===== config.mk =====
export PLATFORM = sky130hd
export DESIGN_NAME = fetch_sequencer
export DESIGN_NICKNAME = d
export VERILOG_FILES = /design/src/rtl/eka_fetch_pkg.sv /design/src/rtl/fetch_perf_counter.sv /design/src/rtl/fetch_sequencer.sv
export SDC_FILE = /design/constraint.sdc
export NUM_CORES = 1
export LEC_CHECK = 0
export ABC_AREA = 1
export ABC_CLOCK_PERIOD_IN_PS = 1800
export BUFFER_PORTS_ARGS = -buffer_cell sky130_fd_sc_hd__buf_2
export CAP_MARGIN = 20
export CORE_AREA = 2 2 75 94
export DETAILED_ROUTE_END_ITERATION = 12
export DIE_AREA = 0 0 77 96
export PLACE_DENSITY = 0.77
export SYNTH_ARGS = -nofsm -noshare
export SYNTH_HDL_FRONTEND = slang
export SYNTH_HIERARCHICAL = 1
export SYNTH_SLANG_ARGS = --single-unit

===== constraint.sdc =====
create_clock -name clk -period 1.8 [get_ports clk]
set_input_delay 0.36 -clock clk [delete_from_list [all_inputs] [get_ports clk]]
set_output_delay 0.36 -clock clk [all_outputs]
set_load 0.01 [all_outputs]

===== src/rtl/eka_fetch_pkg.sv =====
// rtl/eka_fetch_pkg.sv - shared state encoding and constants for the Eka fetch sequencer
package eka_fetch_pkg;

  typedef enum logic [1:0] {IDLE, REQ, WAIT, HOLD} fetch_state_t;

  localparam logic [31:0] INSTR_NOP = 32'h0000_0013;

endpackage


===== src/rtl/fetch_perf_counter.sv =====
// rtl/fetch_perf_counter.sv - 32-bit wrapping enable counter, built only when FETCH_PERF_EN is defined
`ifdef FETCH_PERF_EN
module fetch_perf_counter (
  input  logic        clk,
  input  logic        reset,
  input  logic        i_en,
  output logic [31:0] o_count
);

  logic [31:0] r_count;

  always_ff @(posedge clk) begin
    if (reset) begin
      r_count <= '0;
    end else if (i_en) begin
      r_count <= r_count + 32'd1;
    end
  end

  assign o_count = r_count;

endmodule
`endif


===== src/rtl/fetch_sequencer.sv =====
// rtl/fetch_sequencer.sv - one-outstanding instruction fetch between pc_control and imem; FETCH_PERF_EN adds perf counters
module fetch_sequencer
  import eka_fetch_pkg::*;
#(
  parameter int                    ADDR_WIDTH = 32,
  parameter logic [ADDR_WIDTH-3:0] RESET_ADDR = '0
) (
  input  logic                  clk,
  input  logic                  reset,
  input  logic [ADDR_WIDTH-3:0] pc,
  input  logic                  flush,
  output logic                  imem_req_valid,
  input  logic                  imem_req_ready,
  output logic [ADDR_WIDTH-1:0] imem_req_addr,
  input  logic                  imem_rsp_valid,
  input  logic [31:0]           imem_rsp_data,
  output logic                  instr_valid,
  input  logic                  instr_ready,
  output logic [31:0]           instr,
  output logic                  pc_stall
`ifdef FETCH_PERF_EN
  ,
  output logic [31:0]           perf_fetches,
  output logic [31:0]           perf_wait_cycles
`endif
);

  fetch_state_t          r_state;
  fetch_state_t          w_next;
  logic [ADDR_WIDTH-3:0] r_pc_q;
  logic [ADDR_WIDTH-3:0] w_pc_q;
  logic                  r_pc_fresh;
  logic                  r_discard;
  logic [31:0]           r_instr;
  logic                  w_set_discard;
  logic                  w_clr_discard;
  logic                  w_load_instr;

  // pc_control advances on the edge that leaves HOLD, so the new PC is taken
  // in the first REQ cycle; pc is stalled for the rest of REQ.
  assign w_pc_q = (r_state == REQ && r_pc_fresh) ? pc : r_pc_q;

  always_comb begin
    w_next        = r_state;
    w_set_discard = 1'b0;
    w_clr_discard = 1'b0;
    w_load_instr  = 1'b0;
    case (r_state)
      IDLE: w_next = REQ;
      REQ: begin
        if (flush) begin
          w_next = IDLE;
        end else if (imem_req_ready) begin
          w_next = WAIT;
        end
      end
      WAIT: begin
        if (flush) begin
          if (imem_rsp_valid) begin
            w_next        = IDLE;
            w_clr_discard = 1'b1;
          end else begin
            w_set_discard = 1'b1;
          end
        end else if (imem_rsp_valid) begin
          if (r_discard) begin
            w_next        = REQ;
            w_clr_discard = 1'b1;
          end else begin
            w_next       = HOLD;
            w_load_instr = 1'b1;
          end
        end
      end
      HOLD: begin
        if (flush) begin
          w_next = IDLE;
        end else if (instr_ready) begin
          w_next = REQ;
        end
      end
      default: w_next = IDLE;
    endcase
  end

  always_ff @(posedge clk) begin
    if (reset) begin
      r_state    <= IDLE;
      r_pc_q     <= RESET_ADDR;
      r_pc_fresh <= 1'b0;
      r_discard  <= 1'b0;
      r_instr    <= '0;
    end else begin
      r_state    <= w_next;
      r_pc_fresh <= (w_next == REQ) && (r_state != REQ);
      if (r_state == REQ) begin
        r_pc_q <= w_pc_q;
      end
      if (w_set_discard) begin
        r_discard <= 1'b1;
      end else if (w_clr_discard) begin
        r_discard <= 1'b0;
      end
      if (w_load_instr) begin
        r_instr <= imem_rsp_data;
      end
    end
  end

  // A flushed request is withdrawn at once so memory never accepts an orphan.
  assign imem_req_valid = (r_state == REQ) && !flush;
  assign imem_req_addr  = {w_pc_q, 2'b00};
  assign instr_valid    = (r_state == HOLD);
  assign instr          = r_instr;
  assign pc_stall       = !((r_state == HOLD) && instr_ready && !flush);

`ifdef FETCH_PERF_EN
  logic w_fetch_en;
  logic w_wait_en;

  assign w_fetch_en = instr_valid && instr_ready;
  assign w_wait_en  = (r_state == REQ) || (r_state == WAIT);

  fetch_perf_counter u_perf_fetches (
    .clk     (clk),
    .reset   (reset),
    .i_en    (w_fetch_en),
    .o_count (perf_fetches)
  );

  fetch_perf_counter u_perf_wait (
    .clk     (clk),
    .reset   (reset),
    .i_en    (w_wait_en),
    .o_count (perf_wait_cycles)
  );
`endif

endmodule


Yosys cells after proc, flatten, opt, wreduce, memory -nomap -nowiden
Index checks and enable logic that the tools add are counted.
W data, S select, Z words.

word-level totals
  bits in read-only memories = 0
  word-level logic and storage cells = 43
  memories = 0
  input bits = 68
  flip-flop bits (word level) = 66
  latch bits = 0
  RAM bits = 0

operators by class
  muxes and demuxes = 24
  div/mod/pow operators = 0
  shifts and indexed selects = 0
  magnitude comparators = 0
  $mul = 0
  reduce and logical (&&, ||, !) cells = 9
  add/subtract/negate cells = 0
  bitwise gates (word level) = 0
  equality and inequality tests = 5

operators by type and width
  operator              number
  $mux W30              1
  $mux W2               8
  $mux W1               14
  $pmux W2 S4           1
  $logic_and A1 B1 Y1   5
  $eq A2 B1 Y1 const B  2
  $eq A2 B2 Y1 const B  2
  $logic_not A1 Y1      2
  $logic_not A2 Y1      1
  $ne A2 B1 Y1 const B  1
  $reduce_bool A2 Y1    1

Depth between registers and ports, before layout
  depth in word-level cells = 6
  mapped depth = 8
  mapped depth without buffers = 8

Worst setup path after synthesis
OpenSTA, ideal clock, no wires.

  kind = register to output
  from = register r_state[0]
  to = output port imem_req_addr[12]
  stages on the path, launching flop included = 8
  buffers on the path = 2
  arrival = 1.075 ns
  path slack = 0.365 ns
  cell sequence = dfxtp_1 > inv_2 > nor2_4 > nand2_2 > buf_6 > buf_6 > o21ai_2 > inv_1

on the way
  cells in the longest elaborated chain, start to end = 3

RTL lines
  item                    line                   text
  start, declared         fetch_sequencer.sv:28  fetch_state_t r_state;
  start signal, assigned  fetch_sequencer.sv:94  r_state <= w_next;
  $eq A2 B1 Y1            fetch_sequencer.sv:41  assign w_pc_q = (r_state == REQ && r_pc_fresh) ? pc : r_pc_q;
  $logic_and A1 B1 Y1     fetch_sequencer.sv:41
  $mux W30                fetch_sequencer.sv:41
  end, declared           fetch_sequencer.sv:14  output logic [ADDR_WIDTH-1:0] imem_req_addr,

Every way passes these cells.

Worst setup path after layout
  from = register r_state[0]
  to = output port imem_req_addr[19]

The elaborated chain is that of the path after synthesis.

==> impl_metrics.env <==
export IMPL_vias=2807
export IMPL_fin_crit_ns=1.90
export IMPL_hold_path_class="input port to flip-flop"
export IMPL_seq_area_frac_synth=0.454
export IMPL_rsz0062_at_grt="true"
export IMPL_drtIter0Drc=84
export IMPL_overflow=0
export IMPL_drive_above_1_share=0.479
export IMPL_drv_slew=0
export IMPL_initial_utilization=0.446
export IMPL_worstPathRequired_ns=1.44
export IMPL_yosys_warnings=6
export IMPL_synth_compound_area_frac=0.136
export IMPL_die_area_um2=7390
export IMPL_hold_viol_final=0
export IMPL_core_um2=6520
export IMPL_clock_sinks=66
export IMPL_synth_edf_count=0
export IMPL_dp_final_hpwl_mm=4.62
export IMPL_grt_antenna_before_repair=0
export IMPL_status="complete, but fails checks"
export IMPL_synth_seq_cells=66
export IMPL_wl_per_cell_um=11.4
export IMPL_cts_hold_buffers_added=0
export IMPL_cts_buffer_depth=2
export IMPL_violations="setup timing"
export IMPL_max_freq_mhz=525
export IMPL_p_leak_nw=2.13
export IMPL_ir_drop_v=0.000473
export IMPL_dpl_worst_slack_ns=0.0425
export IMPL_clock_latency_ns=0.33
export IMPL_cts_root_buf="clkbuf_8"
export IMPL_synthArstFlopShare=0
export IMPL_cp_max_fo=8
export IMPL_fin_util=0.615
export IMPL_drtAntennaViolNets=0
export IMPL_yosys_mux_area_fraction=0
export IMPL_numCtsBuffers=9
export IMPL_worstSetupPathType="flip-flop to output port"
export IMPL_track_usage=0.183
export IMPL_synth_cell_type_count=22
export IMPL_finalSetupViolCount=29
export IMPL_drv_cap=0
export IMPL_final_nets=579
export IMPL_arrival_ns=1.54
export IMPL_end_kind="output port"
export IMPL_cts_tree="built"
export IMPL_min_period_over_period=1.06
export IMPL_drc=0
export IMPL_synth_top_family_by_area="simple AND/OR/NAND/NOR gates"
export IMPL_synth_avg_cell_area_um2=7.85
export IMPL_synth_xor_area_frac=0
export IMPL_synth_fa_ha_area_frac=0
export IMPL_area_delta_synth_final_pct=37.8
export IMPL_grt_pass1_vias=2568
export IMPL_cp_start_kind="flip-flop"
export IMPL_diodes=0
export IMPL_synth_main_ff_cell="dfxtp_1"
export IMPL_yosys_area_share_simple=0.260
export IMPL_fp_dieH_um=96
export IMPL_ios=135
export IMPL_clk_pin_slew_ns=0.07
export IMPL_viasPerCell=4.66
export IMPL_finalPower_w=0.00323
export IMPL_finalWeightedCongestion=0.737
export IMPL_first_pass_iters=5
export IMPL_synthCells=371
export IMPL_dieWidth_um=77
export IMPL_num_rows=33
export IMPL_cellPowerDensity_nw_per_um2=804
export IMPL_grt_pass1_wl_mm=11.0
export IMPL_io_buffers=132
export IMPL_grt_max_degree=33
export IMPL_htree_levels=3
export IMPL_postRouteWirelength_mm=6.89
export IMPL_fin_skew_ns=0.00538
export IMPL_syn_area_um2=2910
export IMPL_worst_slack_ns=-0.104
-- final timing paths --
path | from | to | slack, ns | cells after the start
max | r_state[0] | imem_req_addr[19] | -0.10 | 7
min | pc[4] | r_pc_q[4] | 0.27 | 3
max reg2reg | r_state[1] | instr[10] | 0.26 | 6
min reg2reg | instr[12] | instr[12] | 0.46 | 2
-- routing by layer --
metal | vias up | track usage | wire length, um
met1 | 1269 | 0.216 | 2970
met2 | 107 | 0.308 | 3280
met4 | 0 | 0.0923 | 105
met3 | 8 | 0.0488 | 528
li1 | 1423 | - | -
met5 | - | 0 | 0
-- stage by stage --
| stage | std cells | TNS [ns] | hold WS [ns] | cell area, um2 |
|---|---|---|---|---|
| final | 603 | -1.47 | 0.268 | 4020 |
| after global routing | 603 | -4.11 | 0.253 | 4020 |
| after CTS | 600 | -2.41 | 0.257 | 3930 |
| after detailed placement | 577 | 0 | 0.452 | 3600 |
| after global placement | 577 | 0 | 0.445 | 3600 |
| after floorplan | 372 | 0 | 0.448 | 2920 |
-- sequential cells by signal (all words and copies together), names as in the netlist --
| name | flops |
|---|---|
| r_state | 2 |
| r_discard | 1 |
| instr | 32 |
| r_pc_q | 30 |
| r_pc_fresh | 1 |
-- final cells by class --
class	count	area [um2]
Fill cell	596	2510
Clock inverter	5	30.0
Clock buffer	11	141
Tap cell	87	109
Inverter	65	246
Timing Repair Buffer	152	900
Sequential cell	66	1320
Multi-Input combinational cell	217	1270
-- cells in the mapped netlist (2+ instances only) --
library cell | n | area [um2]
inv_2 | 6 | 22.5
a21oi_1 | 35 | 175
buf_2 | 2 | 10.0
nand2_1 | 53 | 199
o21ai_2 | 20 | 175
nor2_1 | 12 | 45.0
dfxtp_1 | 66 | 1320
inv_1 | 59 | 221
clkbuf_1 | 6 | 22.5
nand3_1 | 39 | 195
o21ai_0 | 8 | 40.0
buf_4 | 5 | 37.5
buf_6 | 10 | 113
nand2_2 | 22 | 138
nor2_2 | 21 | 131
-- what timing repair did --
item	in CTS	in global routing
endpoints found under the setup margin	30	30
buffers inserted	6	2
resized for setup	26	9
pin swaps	2	3
cloned	1	1
-- worst max-delay path: stages, from the launching register on --
cell and delay, ns:
dfxtp_2 0.35, inv_4 0.04, nor2_4 0.12, nand2_4 0.13, clkbuf_16 0.21, o21ai_4 0.15
inv_1 0.07, buf_2 0.14
-- cell families (layout without fill, tap and decap cells) --
family                 after synthesis  count (layout)
other                                1               2
DFF                                 66              66
and+or+nand+nor                    151             151
AOI/OAI and AO/OA                   64              64
buffers and inverters               89             233
-- layout by cell type (no fill, tap or decap) --
| master | n |
|---|---|
| inv_2 | 6 |
| conb_1 | 2 |
| o21ai_0 | 1 |
| o21ai_4 | 9 |
| nor2_4 | 1 |
| nor4_1 | 1 |
| nand2_1 | 53 |
| a31oi_1 | 1 |
| inv_4 | 1 |
| clkbuf_8 | 10 |
| buf_16 | 1 |
| dfxtp_2 | 1 |
| clkbuf_1 | 1 |
| buf_6 | 5 |
| nand2_2 | 19 |
| dfxtp_1 | 65 |
| nor2_2 | 21 |
| clkinv_2 | 3 |
| buf_12 | 2 |
| nand2_4 | 4 |
| a21oi_1 | 35 |
| inv_1 | 58 |
| o21ai_2 | 17 |
| clkinvlp_4 | 2 |
| nand3_1 | 39 |
| nor2_8 | 1 |
| clkbuf_16 | 1 |
| buf_2 | 129 |
| o21ai_1 | 1 |
| nor2_1 | 12 |
| buf_4 | 14 |
-- power by group --
part / internal (W) / switching, W / total (W)
clock network: 0.000530 / 0.000541 / 0.00107
registers: 0.00151 / 0.0000189 / 0.00153
logic: 0.000275 / 0.000352 / 0.000627
Power figures use the tool's default switching activity.
